==> src/rtl/uart_pkg.sv <==
// uart_pkg: shared UART bit timing, FSM state encoding and frame levels (UART_TX_PARITY_EN adds the parity state).
package uart_pkg;
  localparam int CLKS_PER_BIT_DEF = 76;
  typedef logic [2:0] state_t;
  localparam state_t ST_IDLE   = 3'd0;
  localparam state_t ST_START  = 3'd1;
  localparam state_t ST_DATA   = 3'd2;
  localparam state_t ST_PARITY = 3'd3;
  localparam state_t ST_STOP   = 3'd4;
  localparam logic BIT_START  = 1'b0;
  localparam logic BIT_STOP   = 1'b1;
  localparam logic IDLE_LEVEL = 1'b1;
  function automatic logic even_parity(input logic [7:0] d);
    return ^d;
  endfunction
endpackage

==> src/rtl/uart_tx_if.sv <==
// uart_tx_if: byte valid/ready handshake between a producer (master) and the transmitter (slave).
interface uart_tx_if;
  logic [7:0] in__data;
  logic       in__valid;
  logic       in__ready;
  modport master(output in__data, output in__valid, input in__ready);
  modport slave(input in__data, input in__valid, output in__ready);
endinterface

==> src/rtl/uart_baud_ctr.sv <==
// uart_baud_ctr: per-bit clock counter with clear and a bit_done strobe on the last cycle of each bit.
module uart_baud_ctr #(
  parameter int CLKS_PER_BIT = 76
) (
  input  logic clk,
  input  logic rst,
  input  logic i_clr,
  input  logic i_en,
  output logic o_bit_done
);
  localparam int W = (CLKS_PER_BIT > 1) ? $clog2(CLKS_PER_BIT) : 1;
  logic [W-1:0] r_cnt;
  assign o_bit_done = i_en && (r_cnt == W'(CLKS_PER_BIT - 1));
  always_ff @(posedge clk or posedge rst)
    if (rst) r_cnt <= '0;
    else if (i_clr || o_bit_done) r_cnt <= '0;
    else if (i_en) r_cnt <= r_cnt + 1'b1;
endmodule

==> src/rtl/uart_tx.sv <==
// uart_tx: 8N1 UART transmitter behind a valid/ready byte handshake.
// Define UART_TX_PARITY_EN to insert an even-parity bit after data bit 7.
module uart_tx
  import uart_pkg::*;
#(
  parameter int CLKS_PER_BIT = CLKS_PER_BIT_DEF
) (
  input  logic       clk,
  input  logic       rst,
  uart_tx_if.slave   bus,
  output logic       out__tx
);
`ifdef UART_TX_PARITY_EN
  localparam state_t AFTER_DATA = ST_PARITY;
  logic r_par;
`else
  localparam state_t AFTER_DATA = ST_STOP;
`endif
  state_t     r_state, w_next;
  logic [7:0] r_shift;
  logic [2:0] r_idx;
  logic       r_ready, r_tx, w_accept, w_bit_done, w_level;
  assign w_accept      = bus.in__valid && r_ready;
  assign bus.in__ready = r_ready;
  assign out__tx       = r_tx;
  uart_baud_ctr #(.CLKS_PER_BIT(CLKS_PER_BIT)) u_baud (
    .clk       (clk),
    .rst       (rst),
    .i_clr     (r_state == ST_IDLE),
    .i_en      (r_state != ST_IDLE),
    .o_bit_done(w_bit_done)
  );
  always_comb begin
    w_next = r_state;
    case (r_state)
      ST_IDLE:   w_next = w_accept ? ST_START : ST_IDLE;
      ST_START:  w_next = w_bit_done ? ST_DATA : ST_START;
      ST_DATA:   w_next = (w_bit_done && r_idx == 3'd7) ? AFTER_DATA : ST_DATA;
      ST_PARITY: w_next = w_bit_done ? ST_STOP : ST_PARITY;
      ST_STOP:   w_next = w_bit_done ? ST_IDLE : ST_STOP;
      default:   w_next = ST_IDLE;
    endcase
  end
  // line level is registered, so each bit appears on out__tx one cycle after its state begins
  always_comb begin
    w_level = (r_state == ST_START) ? BIT_START :
              (r_state == ST_DATA)  ? r_shift[0] :
              (r_state == ST_STOP)  ? BIT_STOP : IDLE_LEVEL;
`ifdef UART_TX_PARITY_EN
    if (r_state == ST_PARITY) w_level = r_par;
`endif
  end
  always_ff @(posedge clk or posedge rst)
    if (rst) begin
      r_state <= ST_IDLE;
      r_ready <= 1'b0;
      r_tx    <= IDLE_LEVEL;
      r_shift <= '0;
      r_idx   <= '0;
    end else begin
      r_state <= w_next;
      r_ready <= (w_next == ST_IDLE);
      r_tx    <= w_level;
      r_shift <= w_accept ? bus.in__data :
                 (r_state == ST_DATA && w_bit_done) ? r_shift >> 1 : r_shift;
      r_idx   <= (r_state != ST_DATA) ? 3'd0 : w_bit_done ? r_idx + 3'd1 : r_idx;
    end
`ifdef UART_TX_PARITY_EN
  always_ff @(posedge clk or posedge rst)
    if (rst) r_par <= 1'b0;
    else if (w_accept) r_par <= even_parity(bus.in__data);
`endif
endmodule

==> src/flat_wrapper.sv <==
// flat-port wrapper written by rule: the top's interface ports become plain ports
module uart_tx_flat import uart_pkg::*;
#(
  parameter int CLKS_PER_BIT = CLKS_PER_BIT_DEF
)
  (clk, rst, out__tx, bus_in__data, bus_in__valid, bus_in__ready);
  uart_tx_if bus_i ();
  input  logic clk;
  input  logic rst;
  output logic out__tx;
  input wire logic [$bits(bus_i.in__data)-1:0] bus_in__data;
  input wire logic [$bits(bus_i.in__valid)-1:0] bus_in__valid;
  output wire logic [$bits(bus_i.in__ready)-1:0] bus_in__ready;
  assign bus_i.in__data = bus_in__data;
  assign bus_i.in__valid = bus_in__valid;
  assign bus_in__ready = bus_i.in__ready;
  uart_tx #(.CLKS_PER_BIT(CLKS_PER_BIT)) u_core (.clk(clk), .rst(rst), .bus(bus_i), .out__tx(out__tx));
endmodule
==> config.mk <==
export PLATFORM = sky130hd
export DESIGN_NAME = uart_tx_flat
export DESIGN_NICKNAME = d
export VERILOG_FILES = /design/src/rtl/uart_pkg.sv /design/src/rtl/uart_tx_if.sv /design/src/rtl/uart_baud_ctr.sv /design/src/rtl/uart_tx.sv /design/src/flat_wrapper.sv
export SDC_FILE = /design/constraint.sdc
export NUM_CORES = 1
export LEC_CHECK = 0
export BUFFER_PORTS_ARGS = -buffer_cell sky130_fd_sc_hd__buf_2
export CORE_MARGIN = 3
export CORE_UTILIZATION = 40
export DETAILED_ROUTE_END_ITERATION = 7
export HOLD_SLACK_MARGIN = 0.12
export PLACE_DENSITY = 0.67
export SLEW_MARGIN = 20
export SYNTH_ARGS = -nofsm -noshare
export SYNTH_HDL_FRONTEND = slang
export SYNTH_HIERARCHICAL = 1
export SYNTH_SLANG_ARGS = --single-unit
export TNS_END_PERCENT = 1
==> constraint.sdc <==
create_clock -name clk -period 3.3 [get_ports clk]
set_input_delay 0.165 -clock clk [delete_from_list [all_inputs] [get_ports clk]]
set_output_delay 0.165 -clock clk [all_outputs]
set_load 0.1 [all_outputs]
# [Yosys cells after proc, flatten, opt, wreduce, memory -nomap -nowiden]
# Index checks and enable logic that the tools add are counted.
[totals] ff_bits=23 latchBits=0 ram_bits=0 mem_bits_ro=0 inputBits=11 memories=0
[classes] add_sub_neg=2 multipliers=0 n_div=0 order_cmp=0 eq_ne=7 shifts=0 n_mux=14 bitwise_logic=0 reduce_logical=11
[ops] operator="two-way mux 8 bit" n=2
[ops] operator="two-way mux 3 bit" n=5
[ops] operator="one-hot mux 3 bit (5 select lines)" n=1
[ops] operator="two-way mux 7 bit" n=2
[ops] operator="adder 7 x 1 -> 7 bit, second input constant" n=1
[ops] operator="equality test 7 bit, second input constant" n=1
[ops] operator="equality test 3 x 2 -> 1 bit, second input constant" n=2
[ops] operator="equality test 3 bit, second input constant" n=2
[ops] operator="logical NOT 3 bit" n=2
[ops] operator="nonzero test 2 bit" n=3
[ops] operator="logical AND 1 bit" n=4
[ops] operator="adder 3 x 1 -> 3 bit, second input constant" n=1
[ops] operator="equality test 3 x 1 -> 1 bit, second input constant" n=1
[ops] operator="two-way mux 1 bit" n=3
[ops] operator="inequality test 3 x 2 -> 1 bit, second input constant" n=1
[ops] operator="nonzero test 3 bit" n=1
[ops] operator="two-way mux 2 bit" n=1
[ops] operator="logical OR 1 bit" n=1

# [Logic depth before layout (Yosys ltp)]
# Gate-level depths: netlist of the first run.
[logic_depth] depth_word=6 mapped_depth=10 ltp_nobuf=6

# [Cells and area by module]
# Netlist of the first run, hierarchy kept.
[modules_own_cells] module="uart_tx" instances=1 cells_each=77 area_per_inst_um2=784.5
[modules_own_cells] module="uart_baud_ctr" instances=1 cells_each=36 area_per_inst_um2=366.6

# [Worst setup path before layout of the first run]
# No wires, ideal clock.
[synth_timing] path_kind="flip-flop to flip-flop" startpoint="register u_core.r_state[2]" endpoint="register u_core.r_shift[0]" setup_ps=137 arrival_ps=1920 t_required_ps=3163 slack_ps=1243 stages_incl_launch_ff=11 n_path_buf=4 path_cell_list="dfrtp_1 > buf_6 > or3_1 > buf_2 > nand3_1 > nor2_1 > buf_2 > and4bb_1 > buf_6 > mux2i_1 > a21oi_1"
[synth_via] elab_chain_cells=4 elab_cells_between_ends=5
[synth_rtl] element="from (decl)" line_no="uart_tx.sv:19" rtl="state_t r_state, w_next;"
[synth_rtl] element="from (signal assigned)" line_no="uart_tx.sv:61" rtl="r_state <= w_next;"
[synth_rtl] element="nonzero test 3 bit" line_no="uart_tx.sv:30" rtl=".i_en (r_state != ST_IDLE),"
[synth_rtl] element="logical AND 1 bit" line_no="uart_baud_ctr.sv:13" rtl="assign o_bit_done = i_en && (r_cnt == W'(CLKS_PER_BIT - 1));"
[synth_rtl] element="via u_core.w_bit_done" line_no="uart_tx.sv:22" rtl="logic r_ready, r_tx, w_accept, w_bit_done, w_level;"
[synth_rtl] element="logical AND 1 bit" line_no="uart_tx.sv:65" rtl="(r_state == ST_DATA && w_bit_done) ? r_shift >> 1 : r_shift;"
[synth_rtl] element="nonzero test 2 bit (no source line)"
[synth_rtl] element="to (signal assigned)" line_no="uart_tx.sv:64" rtl="r_shift <= w_accept ? bus.in__data :"
[synth_rtl] element="to (decl)" line_no="uart_tx.sv:20" rtl="logic [7:0] r_shift;"
# The timed path passes the listed nets, and every way through them passes these cells.
# A chain may end at the register's enable or synchronous reset.

# [Final worst setup path of the first run]
[layout_timing] startpoint="register u_core.r_state[2]" endpoint="register u_core.r_shift[1]"
# The elaborated chain is that of the path after synthesis.

==> results summary, run 1 <==
The total via count in the routed design came out at 828. The die span in y is 59.6 µm. In this run the worst setup path begins at u_core/r_state[2].

The horizontal die dimension came out at 59.6 µm. The reg-to-reg endpoint is u_core/r_shift[1]. The switching share of power is 21.8%. The library cell used most frequently in the layout, excluding fill and tap cells, is dfrtp_1. The antenna diode count came out at 0. The kind of critical path is reg -> reg. After layout, the design draws a total of 0.432 mW. The final max-slew violation count is 0. The power per unit of standard cell area came out at 327 nW/µm².

The data arrival time of the worst path is 2450 ps. The post-layout minimum cycle time is 2270 ps. The number of nets in the final layout is 147. The reported leakage power came out at 0.562 nW. The floorplan die area came out at 3560 µm². The largest net degree at the start of global routing is 18. The synthesis-to-finish area growth came out at 14.8%. The Yosys step of the flow raised 6 warnings.

The layout cell share with drive strength beyond 1 is 16.7%. The half-perimeter wire length after placement came out at 1400 µm. The quantity of hold-fixing buffers added after cts came out at 9. The slack of the worst reg-to-reg path is 1030 ps. The number of max-cap violations is 0.

The worst-case reg-to-reg path depth came out at 7. The number of standard cells in the final layout excluding fillers came out at 162. The total wirelength of the detailed-routed design is 1960 µm. The wire length of the first global-routing pass came out at 3510 µm.

The proportion of power drawn by the clock network is 30.3%. The combinational cell fraction of total power came out at 4.4%. The post-synthesis area per instance came out at 10.2 µm². The final standard cell area without fillers is 1320 µm². After clock tree synthesis, the setup repair step added 0 buffers.

After synthesis, flip-flops and latches occupy 50.1% of the total area. Global routing used 12.9% of the available tracks across all layers. The fraction of the cycle the final worst path needs is 68.8%.

Leaving out fill and tap cells, the most frequent cells in the layout are dfrtp_1 (22), nor2_1 (19), buf_2 (12), mux2i_1 (11), a21oi_1 (11). The number of rows in the core area is 18. The netlist uses 28 different library cells.

The placed instance count is 149. The count of nets left with antenna violations once routing finished came out at 0. The total CTS buffers is 3.

The DRC marker count from the first detailed-route iteration is 63. The register area came out at 577 µm². The multi-input gate area in the final layout came out at 507 µm². In this run the power spent charging and discharging nets is 0.0943 mW. Global routing finished with a remaining overflow of 0. The initial cell density of the core is 44.1%. The internal power consumption came out at 0.338 mW.

Port buffering added 12 buffers. For the pin with the worst max-slew slack, the measured transition is 663 ps. The sequential cell fraction of total power came out at 65.3%.

The final setup TNS is 0 ps. The startpoint of the lowest-slack register-to-register path is u_core/r_state[2]. The setup-violating endpoint count in the final report is 0. The combined area of all synthesized cells came out at 1150 µm². The worst slew margin relative to its limit is 55.7%. The vias per cell is 5.11. Counting along the longest clock path gives a buffer depth of 2. The first-pass iteration count of the detailed router came out at 4.

The placed instances occupy a cell area of 1200 µm². The maximum fanout count along the critical path came out at 9. The number of nets in the synthesized netlist is 127.

The destination of the critical timing path is u_core/r_shift[1]. For the worst-skew pair, the clock arrives at the later sink with an insertion delay of 320 ps. Setup repair after global routing left no endpoint under its margin. The via count of the first global-routing pass came to 805. The clock slew seen by the registers of the worst setup and hold paths came out at 130 ps. The routed length per instance came out at 12.1 µm. The top-level port count came out at 13. TritonCTS built the clock tree. STA classifies the critical path endpoint as a register.

The number of enable flip-flop cells after synthesis came out at 0. The most instantiated flip-flop cell in the synthesis netlist is dfrtp_1. The count of final hold-check violations is 0. At the end of routability-driven placement, the weighted congestion stood at 0.821. After synthesis the netlist holds a flip-flop and latch count of 23. Synthesis produced 113 cells.

The tree is rooted in a clkbuf_4. The tightest min-delay check is of the in -> reg type. The placeable core region came out at 2610 µm².

The post-synthesis async set-or-reset flop share came out at 100%. The maximum clock frequency came out at 440 MHz. STA classifies the critical path startpoint as a register. The run finished with clean final reports. The final standard cell utilization of the core is 50.6%. The count of instances resized after the clock tree is built is 0. The initial antenna violation count came to 0. The layout filler cell count came out at 247.

The maximum vdd ir drop came out at 0.373 mV. The clock sink count came out at 23. The residual DRC count is 0. The largest clock skew in the final design came out at 13.5 ps. The count of H-tree levels built during CTS is 1. The worst endpoint required time is 3480 ps.
[flip-flops by register name, indices dropped and copies added (netlist names)]
signal,cells
u_core/r_idx,3
u_core/bus.in__ready,1
u_core/r_shift,8
u_core/r_state,3
u_core/out__tx,1
u_core/u_baud/r_cnt,7
[synth_stat cells (2+ instances only)]
library cell,number,area (µm²)
o21ai_0,5,25.0
mux2i_1,11,110
xnor2_1,2,17.5
inv_1,4,15.0
ha_1,3,37.5
buf_6,3,33.8
nand3_1,2,10.0
nand4_1,3,18.8
dfrtp_1,22,551
or3_1,3,18.8
xor2_1,2,17.5
or2_2,2,12.5
nor2_1,19,71.3
nand2_1,7,26.3
a21oi_1,11,55.1
buf_2,2,10.0
[how the worst min path moves through the flow]
stage / startpoint / end / slack (ps) / cells past startpoint
after floorplan: rst / u_core/u_baud/r_cnt[0] / -30 / 1
after detailed placement: rst / u_core/u_baud/r_cnt[6] / 110 / 2
final: bus_in__data[1] / u_core/r_shift[1] / 140 / 3
after global routing: bus_in__data[1] / u_core/r_shift[1] / 160 / 3
after global placement: rst / u_core/u_baud/r_cnt[2] / 110 / 2
after CTS: bus_in__data[1] / u_core/r_shift[1] / 130 / 3
[layout make-up]
class                           instances  share of cell area (%)
Sequential cell                        23                    43.7
Multi-Input combinational cell         79                    38.4
Timing Repair Buffer                   22                    11.9
Tap cell                               30                    2.84
Clock buffer                            3                    1.70
Inverter                                4                    1.14
Clock inverter                          1                   0.379
[power by group through the flow]
stage	registers [mW]	logic (mW)	clock network (mW)
finish	0.282	0.0190	0.131
global route	0.282	0.0213	0.147
CTS	0.282	0.0197	0.138
detailed placement	0.287	0.0124	0
global placement	0.287	0.0119	0
floorplan	0.287	0.00435	0
[metrics by stage]
step           hold slack [ps]  setup slack, ps
2_1_floorplan            -31.6             1240
3_3_place_gp               109             1120
4_1_cts                    132             1040
5_1_grt                    162              824
6_report                   136             1030
3_5_place_dp               114             1070
[cells by family (layout without fill, tap and decap cells)]
logic type / Yosys count / count (layout) / synth area share, %
buffers and inverters: 11 / 30 / 5.87
AOI/OAI and AO/OA: 20 / 20 / 10.7
xor gates and xnor gates: 4 / 4 / 3.04
muxes: 11 / 11 / 9.57
and+or+nand+nor: 41 / 41 / 17.5
adders and majority gates: 3 / 3 / 3.26
DFF: 23 / 23 / 50.1
[critical path: stages, from the launching register on]
cell and delay [ps]:
dfrtp_1 510, or3_1 340, nand3_1 190, nor2_1 120, buf_4 170, and4bb_1 490
mux2i_1 230, a21oi_1 80
[layer usage]
layer / global-route usage [%] / wire (µm) / vias up
li1: - / - / 423
met1: 15.7 / 936 / 389
met2: 21.9 / 929 / 14
met3: 3.92 / 82 / 2
met4: 3.80 / 15 / 0
met5: 0 / 0 / -
Power figures use the tool's default switching activity.
==> run 2: changes to the inputs <==
==> constraint.sdc (replaced) <==
create_clock -name clk -period 2.3 [get_ports clk]
set_input_delay 0.115 -clock clk [delete_from_list [all_inputs] [get_ports clk]]
set_output_delay 0.115 -clock clk [all_outputs]
set_load 0.1 [all_outputs]
==> results summary, run 2 (same netlist as run 1, synthesis figures left out) <==
The final max-slew violation count is 0 (unchanged). The wire length of the first global-routing pass is 3640 µm (+3.7%). The horizontal die dimension came out at 59.6 µm (unchanged). The routed length per instance was 12.4 µm (+2.0%). The overall global routing resource usage is 13.7% (+0.79 points).

The DRC marker count from the first detailed-route iteration is 15 (-76%). The register area is 577 µm² (unchanged). The flip-flop count of the largest register after layout is 8 (unchanged).

The initial cell density of the core is 44.1% (unchanged). The startpoint of the lowest-slack register-to-register path is u_core/u_baud/r_cnt[4]. The slack of the worst reg-to-reg path is 160 ps (-870 ps).

The clock slew seen by the registers of the worst setup and hold paths is 120 ps (about the same). The fraction of the cycle the final worst path needs is 93.1% (+24 points). The die span in y came out at 59.6 µm (unchanged).

The post-placement worst setup slack came out at 175 ps (-892 ps). The via count of the first global-routing pass came out at 867 (+7.7%). The largest net degree at the start of global routing came out at 18 (unchanged). The critical path goes through or4b_4 > nor2_1 > and4bb_1 > mux2i_1 > a21oi_1. The floorplan die area is 3560 µm² (unchanged).

The source-to-sink clock delay at the later pin of the worst-skew pair came to 310 ps (about the same). The worst setup path is launched from a register. The buffers plus inverters on the worst setup path came out at 0 (-1). The worst setup path is of the reg -> reg kind.

The commonest non-fill, non-tap cell in the layout is dfrtp_1. The largest clock skew in the final design came out at 11.7 ps (-1.79 ps). Setup repair after global routing left no endpoint under its margin. The vias per cell is 5.04 (-1.3%). The clock sink count is 23 (unchanged). The total CTS buffers is 3 (unchanged). The total congestion overflow is 0 (unchanged). The count of instances resized after the clock tree is built came out at 0 (unchanged). The placeable core region came out at 2610 µm² (unchanged). The first-pass iteration count of the detailed router is 3 (-1).

The minimum setup slack in the final design was 159 ps (-870 ps). The total stage count of the critical path came out at 5 (-2). The maximum clock frequency is 467 MHz (+6.1%). The worst-case reg-to-reg path depth came out at 5 (-2). The maximum fanout count along the critical path came out at 8 (-1). The register with the most flip-flops is u_core/r_shift. The weighted congestion reported at the end of routability-driven placement came out at 0.774 (-5.8%). The total via count in the routed design is 832 (+0.48%).

The synthesis-to-finish area growth is 17.0%. The layout cell share with drive strength beyond 1 is 17.8% (+1.1 points). The slowest stage of the critical path belongs to the cell or4b_4. The maximum clock path buffer count came to 2 (unchanged).

The number of buffers inserted by port buffering came out at 12 (unchanged). The number of rows in the core area came out at 18 (unchanged). The count of nets left with antenna violations after detail routing came out at 0 (unchanged).

The flow ran to the end, and the final reports show no timing, DRC or antenna violations. The slew at the pin with the worst max-slew slack came out at 607 ps (-56.3 ps). In the final layout, the registers with the most flip-flops are u_core/r_shift: 8 flops, u_core/u_baud/r_cnt: 7 flops. The count of H-tree levels built during CTS is 1 (unchanged). The final standard cell utilization of the core is 51.5% (+0.96 points).

The delay of the slowest critical-path stage is 580 ps (+70 ps). The count of final hold-check violations came out at 0 (unchanged). The post-layout minimum cycle time was 2140 ps (-130 ps).

The CTS tree is built. The root buffer cell is clkbuf_4. The antenna diode count came out at 0 (unchanged). The setup-violating endpoint count in the final report is 0 (unchanged).

The instance area after placement is 1220 µm² (+1.2%). The worst register-to-register path ends at u_core/r_shift[4]. The final setup TNS came out at 0 ps (unchanged).

The layout filler cell count was 241 (-2.4%). The nature of the critical path endpoint is a register. The number of nets in the final layout is 150 (+2.0%). The initial antenna violation count is 0 (unchanged).

The reported leakage power was 0.576 nW (+2.5%). The number of max-cap violations is 0 (unchanged). The multi-input gate area in the final layout is 507 µm² (unchanged). The half-perimeter wire length after placement was 1440 µm (+2.7%). The family with the most delay on the worst path is simple AND/OR/NAND/NOR gates. The total wirelength of the detailed-routed design is 2040 µm (+3.9%).

The final standard cell area without fillers came to 1350 µm² (+1.9%). The worst endpoint required time came to 2480 ps (-1000 ps). The data arrival time of the worst path came out at 2320 ps (-130 ps). Leaving out fill and tap cells, the most frequent cells in the layout are dfrtp_1 (22), nor2_1 (19), buf_2 (12), mux2i_1 (11), a21oi_1 (11). The power per unit of standard cell area was 453 nW/µm² (+39%). The worst hold-check path type is in -> async. The residual DRC count came out at 0 (unchanged). The maximum vdd ir drop is 0.434 mV (+16%). The post-CTS repair timing setup buffer count came out at 0 (unchanged). The placed instance count came out at 151 (+1.3%). The number of standard cells in the final layout excluding fillers is 165 (+1.9%). The worst slew margin relative to its limit is 59.5% (+3.8 points). The top-level port count is 13 (unchanged).
==> run 2: cell types whose count changed in the layout (fill, tap and decap cells not counted) <==
cell           delta
buf_4             +2
dlygate4sd3_1     +1
==> run 2: metrics by stage <==
stage	total power [mW]	hold WS [ps]
after global placement	0.429	59.6
after global routing	0.653	271
after floorplan	0.418	-81.6
after detailed placement	0.429	65.5
after CTS	0.626	259
final	0.610	271
==> run 2: cell type report <==
type	count	area share, %
clock buffers	3	1.67
clock inverters	1	0.372
inverters	4	1.12
multi-input cells	79	37.6
flip-flops and latches	23	42.8
well taps	30	2.79
repair buffers	25	13.6
==> run 2: power by group <==
part	switching, mW	total (mW)	internal (mW)
Combinational	0.0120	0.0281	0.0161
Clock	0.113	0.178	0.0649
Sequential	0	0.404	0.404
==> run 2: worst min-delay path, delay by kind of cell <==
kind	cells	cell delay (ps)
buffers and inverters	3	860
==> run 2: how the worst max path moves through the flow <==
stage | startpoint | endpoint | slack (ps)
after floorplan | u_core/r_state[2] | u_core/r_shift[0] | 240
after global placement | u_core/u_baud/r_cnt[4] | u_core/r_shift[2] | 240
after detailed placement | u_core/u_baud/r_cnt[4] | u_core/r_shift[5] | 170
after CTS | u_core/u_baud/r_cnt[4] | u_core/r_shift[5] | 170
after global routing | u_core/u_baud/r_cnt[4] | u_core/r_shift[3] | 20
final | u_core/u_baud/r_cnt[4] | u_core/r_shift[4] | 160
==> run 2: routing by layer <==
layer	vias to the layer above	part of all wire (%)	track usage (%)
li1	432	-	-
met1	384	49	17.6
met2	14	45	22.1
met3	2	4.9	4.58
met4	0	0.74	3.80
met5	-	0	0
==> run 2: what timing repair did <==
| action | 4_1_cts | 5_1_grt |
|---|---|---|
| hold buffers | 10 | 0 |
| endpoints found under the setup margin | 0 | 0 |
| hold endpoints to repair | 30 | 0 |
==> run 3: changes to the inputs <==
--- a/config.mk
+++ b/config.mk
@@ -6,11 +6,12 @@
 export NUM_CORES = 1
 export LEC_CHECK = 0
 export BUFFER_PORTS_ARGS = -buffer_cell sky130_fd_sc_hd__buf_2
+export CORE_ASPECT_RATIO = 2
 export CORE_MARGIN = 3
-export CORE_UTILIZATION = 40
+export CORE_UTILIZATION = 30
 export DETAILED_ROUTE_END_ITERATION = 7
 export HOLD_SLACK_MARGIN = 0.12
-export PLACE_DENSITY = 0.67
+export PLACE_DENSITY = 0.56
 export SLEW_MARGIN = 20
 export SYNTH_ARGS = -nofsm -noshare
 export SYNTH_HDL_FRONTEND = slang
==> results summary, run 3 (same netlist as run 1, synthesis figures left out) <==
The post-CTS repair timing setup buffer count was 0 (unchanged). The worst setup path is launched from a register. The power per unit of standard cell area is 491 nW/µm² (+8.4%). The final standard cell utilization of the core is 37.7% (-14 points). The worst-case reg-to-reg path depth came out at 5 (unchanged). The slew at the pin with the worst max-slew slack is 635 ps (+28.3 ps). The residual DRC count came out at 0 (unchanged). The instance count along the most critical hold path came out at 3. The count of nets left with antenna violations after detail routing came to 0 (unchanged). The source-to-sink clock delay at the later pin of the worst-skew pair is 260 ps (-50 ps). The register area is 577 µm² (unchanged). The antenna diode count came to 0 (unchanged). In this run the most critical hold path is launched from bus_in__data[3]. The worst min-delay path endpoint is u_core/r_shift[3].

The number of nets in the final layout is 149 (-0.67%). The fraction of the cycle the final worst path needs is 92.0% (-1.1 points). Walking the worst path, the cells encountered are or4b_4 > nor2_1 > and4bb_1 > mux2i_1 > a21oi_1.

The layout cell share with drive strength beyond 1 came to 17.9% (+0.13 points). The count of final hold-check violations is 0 (unchanged). The initial cell density of the core came out at 31.6% (-12 points).

The final standard cell area without fillers was 1380 µm² (+2.1%). The worst endpoint required time came out at 2410 ps (-70 ps). The half-perimeter wire length after placement is 1650 µm (+15%). The floorplan die area came out at 4660 µm² (+31%). The final max-slew violation count came out at 0 (unchanged). The count of instances resized after the clock tree is built is 0 (unchanged).

The instance area after placement came to 1250 µm² (+2.6%). The library cell used most frequently in the layout, excluding fill and tap cells, is dfrtp_1. The largest registers in the layout are u_core/r_shift: 8 flops, u_core/u_baud/r_cnt: 7 flops. The worst setup path is of the reg -> reg kind.

TritonCTS built the clock tree. The maximum clock path buffer count was 2 (unchanged). The clock sink count is 23 (unchanged). The overall global routing resource usage came out at 10.1% (-3.6 points).

The startpoint of the lowest-slack register-to-register path is u_core/u_baud/r_cnt[4]. The vias per cell is 4.67 (-7.5%). The multi-input gate area in the final layout was 507 µm² (unchanged).

The delay of the slowest critical-path stage is 580 ps (about the same). The number of standard cells in the final layout excluding fillers is 183 (+11%). The total CTS buffers was 3 (unchanged). The DRC marker count from the first detailed-route iteration is 10 (-5). The maximum vdd ir drop was 0.293 mV (-32%). The smallest hold slack is 131 ps (-140 ps). The clock slew seen by the registers of the worst setup and hold paths is 80 ps (-40 ps). The number of rows in the core area was 31 (+13). The total congestion overflow is 0 (unchanged). The run finished with clean final reports. The root buffer cell chosen for the clock tree is clkbuf_8. The placeable core region came out at 3650 µm² (+40%). The master of the slowest instance on the critical path is or4b_4.

The data arrival time of the worst path came out at 2230 ps (-90 ps). Setup repair after global routing left no endpoint under its margin. STA classifies the critical path endpoint as a register. The total wirelength of the detailed-routed design was 2150 µm (+5.1%). The number of max-cap violations came out at 0 (unchanged).

The maximum fanout count along the critical path is 8 (unchanged). The placed instance count is 171 (+13%). The horizontal die dimension came out at 49.8 µm (-17%). The worst slew margin relative to its limit came out at 57.6% (-1.9 points).

The number of buffers inserted by port buffering came out at 12 (unchanged). The setup-violating endpoint count in the final report came out at 0 (unchanged). The post-layout minimum cycle time came to 2110 ps (-25.9 ps). The wire length of the first global-routing pass is 3690 µm (+1.3%). The worst hold-check path type is in -> reg. The weighted congestion reported at the end of routability-driven placement came out at 0.766 (-0.93%). The first-pass iteration count of the detailed router is 4 (+1). The final setup TNS is 0 ps (unchanged). The flip-flop count of the largest register after layout is 8 (unchanged). Counting flops per register, the top entry is u_core/r_shift. In the layout the commonest cells are dfrtp_1 (22), nor2_1 (19), buf_2 (12), mux2i_1 (11), a21oi_1 (11). The routed length per instance is 11.7 µm (-5.2%). The initial antenna violation count is 0 (unchanged).

The reported leakage power is 0.578 nW (+0.37%). The total via count in the routed design is 854 (+2.6%). The slack of the worst reg-to-reg path was 190 ps (+30 ps). The synthesis-to-finish area growth came out at 19.5%. The via count of the first global-routing pass was 936 (+8.0%).

The count of H-tree levels built during CTS was 1 (unchanged). The worst register-to-register path ends at u_core/r_shift[5]. The largest clock skew in the final design came out at 4.07 ps (-7.62 ps). The top-level port count was 13 (unchanged). The die span in y is 93.6 µm (+57%).

The layout filler cell count is 388 (+61%). The largest net degree at the start of global routing is 18 (unchanged). The maximum clock frequency came out at 473 MHz (+1.2%).
==> run 3: final cells by class <==
cell class,count,share of cell area [%]
repair buffers,24,12.4
multi-input cells,79,36.9
flip-flops and latches,23,41.9
inverters,4,1.09
well taps,49,4.46
clock buffers,4,3.28
==> run 3: where the power goes <==
part | total, mW | internal [mW] | switching [mW]
clock network | 0.246 | 0.123 | 0.122
logic | 0.0257 | 0.0139 | 0.0118
registers | 0.404 | 0.404 | 0
==> run 3: critical path, delay by kind of cell (launching register included) <==
| family | cells | cell delay (ps) |
|---|---|---|
| AO/OA/AOI/OAI | 1 | 90 |
| flip-flops | 1 | 410 |
| multiplexers | 1 | 240 |
| AND/OR/NAND/NOR | 3 | 1220 |
==> run 3: worst max path at each step <==
stage / startpoint / to / slack (ps)
detailed placement: u_core/u_baud/r_cnt[4] / u_core/r_shift[5] / 160
global placement: u_core/u_baud/r_cnt[4] / u_core/r_shift[1] / 220
floorplan: u_core/r_state[2] / u_core/r_shift[0] / 240
CTS: u_core/u_baud/r_cnt[4] / u_core/r_shift[5] / 160
global route: u_core/u_baud/r_cnt[4] / u_core/r_shift[3] / 30
finish: u_core/u_baud/r_cnt[4] / u_core/r_shift[5] / 190
==> run 3: layer usage <==
layer,track usage (%),share of wire [%]
met1,9.50,40
met2,20.0,56
met3,1.59,3.0
met4,4.85,0.89
met5,0,0
==> run 3: metrics by stage <==
| step | worst slack [ps] | total power [mW] |
|---|---|---|
| 2_1_floorplan | 243 | 0.418 |
| 3_3_place_gp | 224 | 0.429 |
| 3_5_place_dp | 161 | 0.429 |
| 4_1_cts | 163 | 0.688 |
| 5_1_grt | 30.9 | 0.697 |
| 6_report | 185 | 0.675 |
==> run 3: what timing repair did <==
action / CTS / global route
endpoints found under the setup margin: 0 / 0
hold endpoints to repair: 28 / 0
hold buffers: 8 / 0
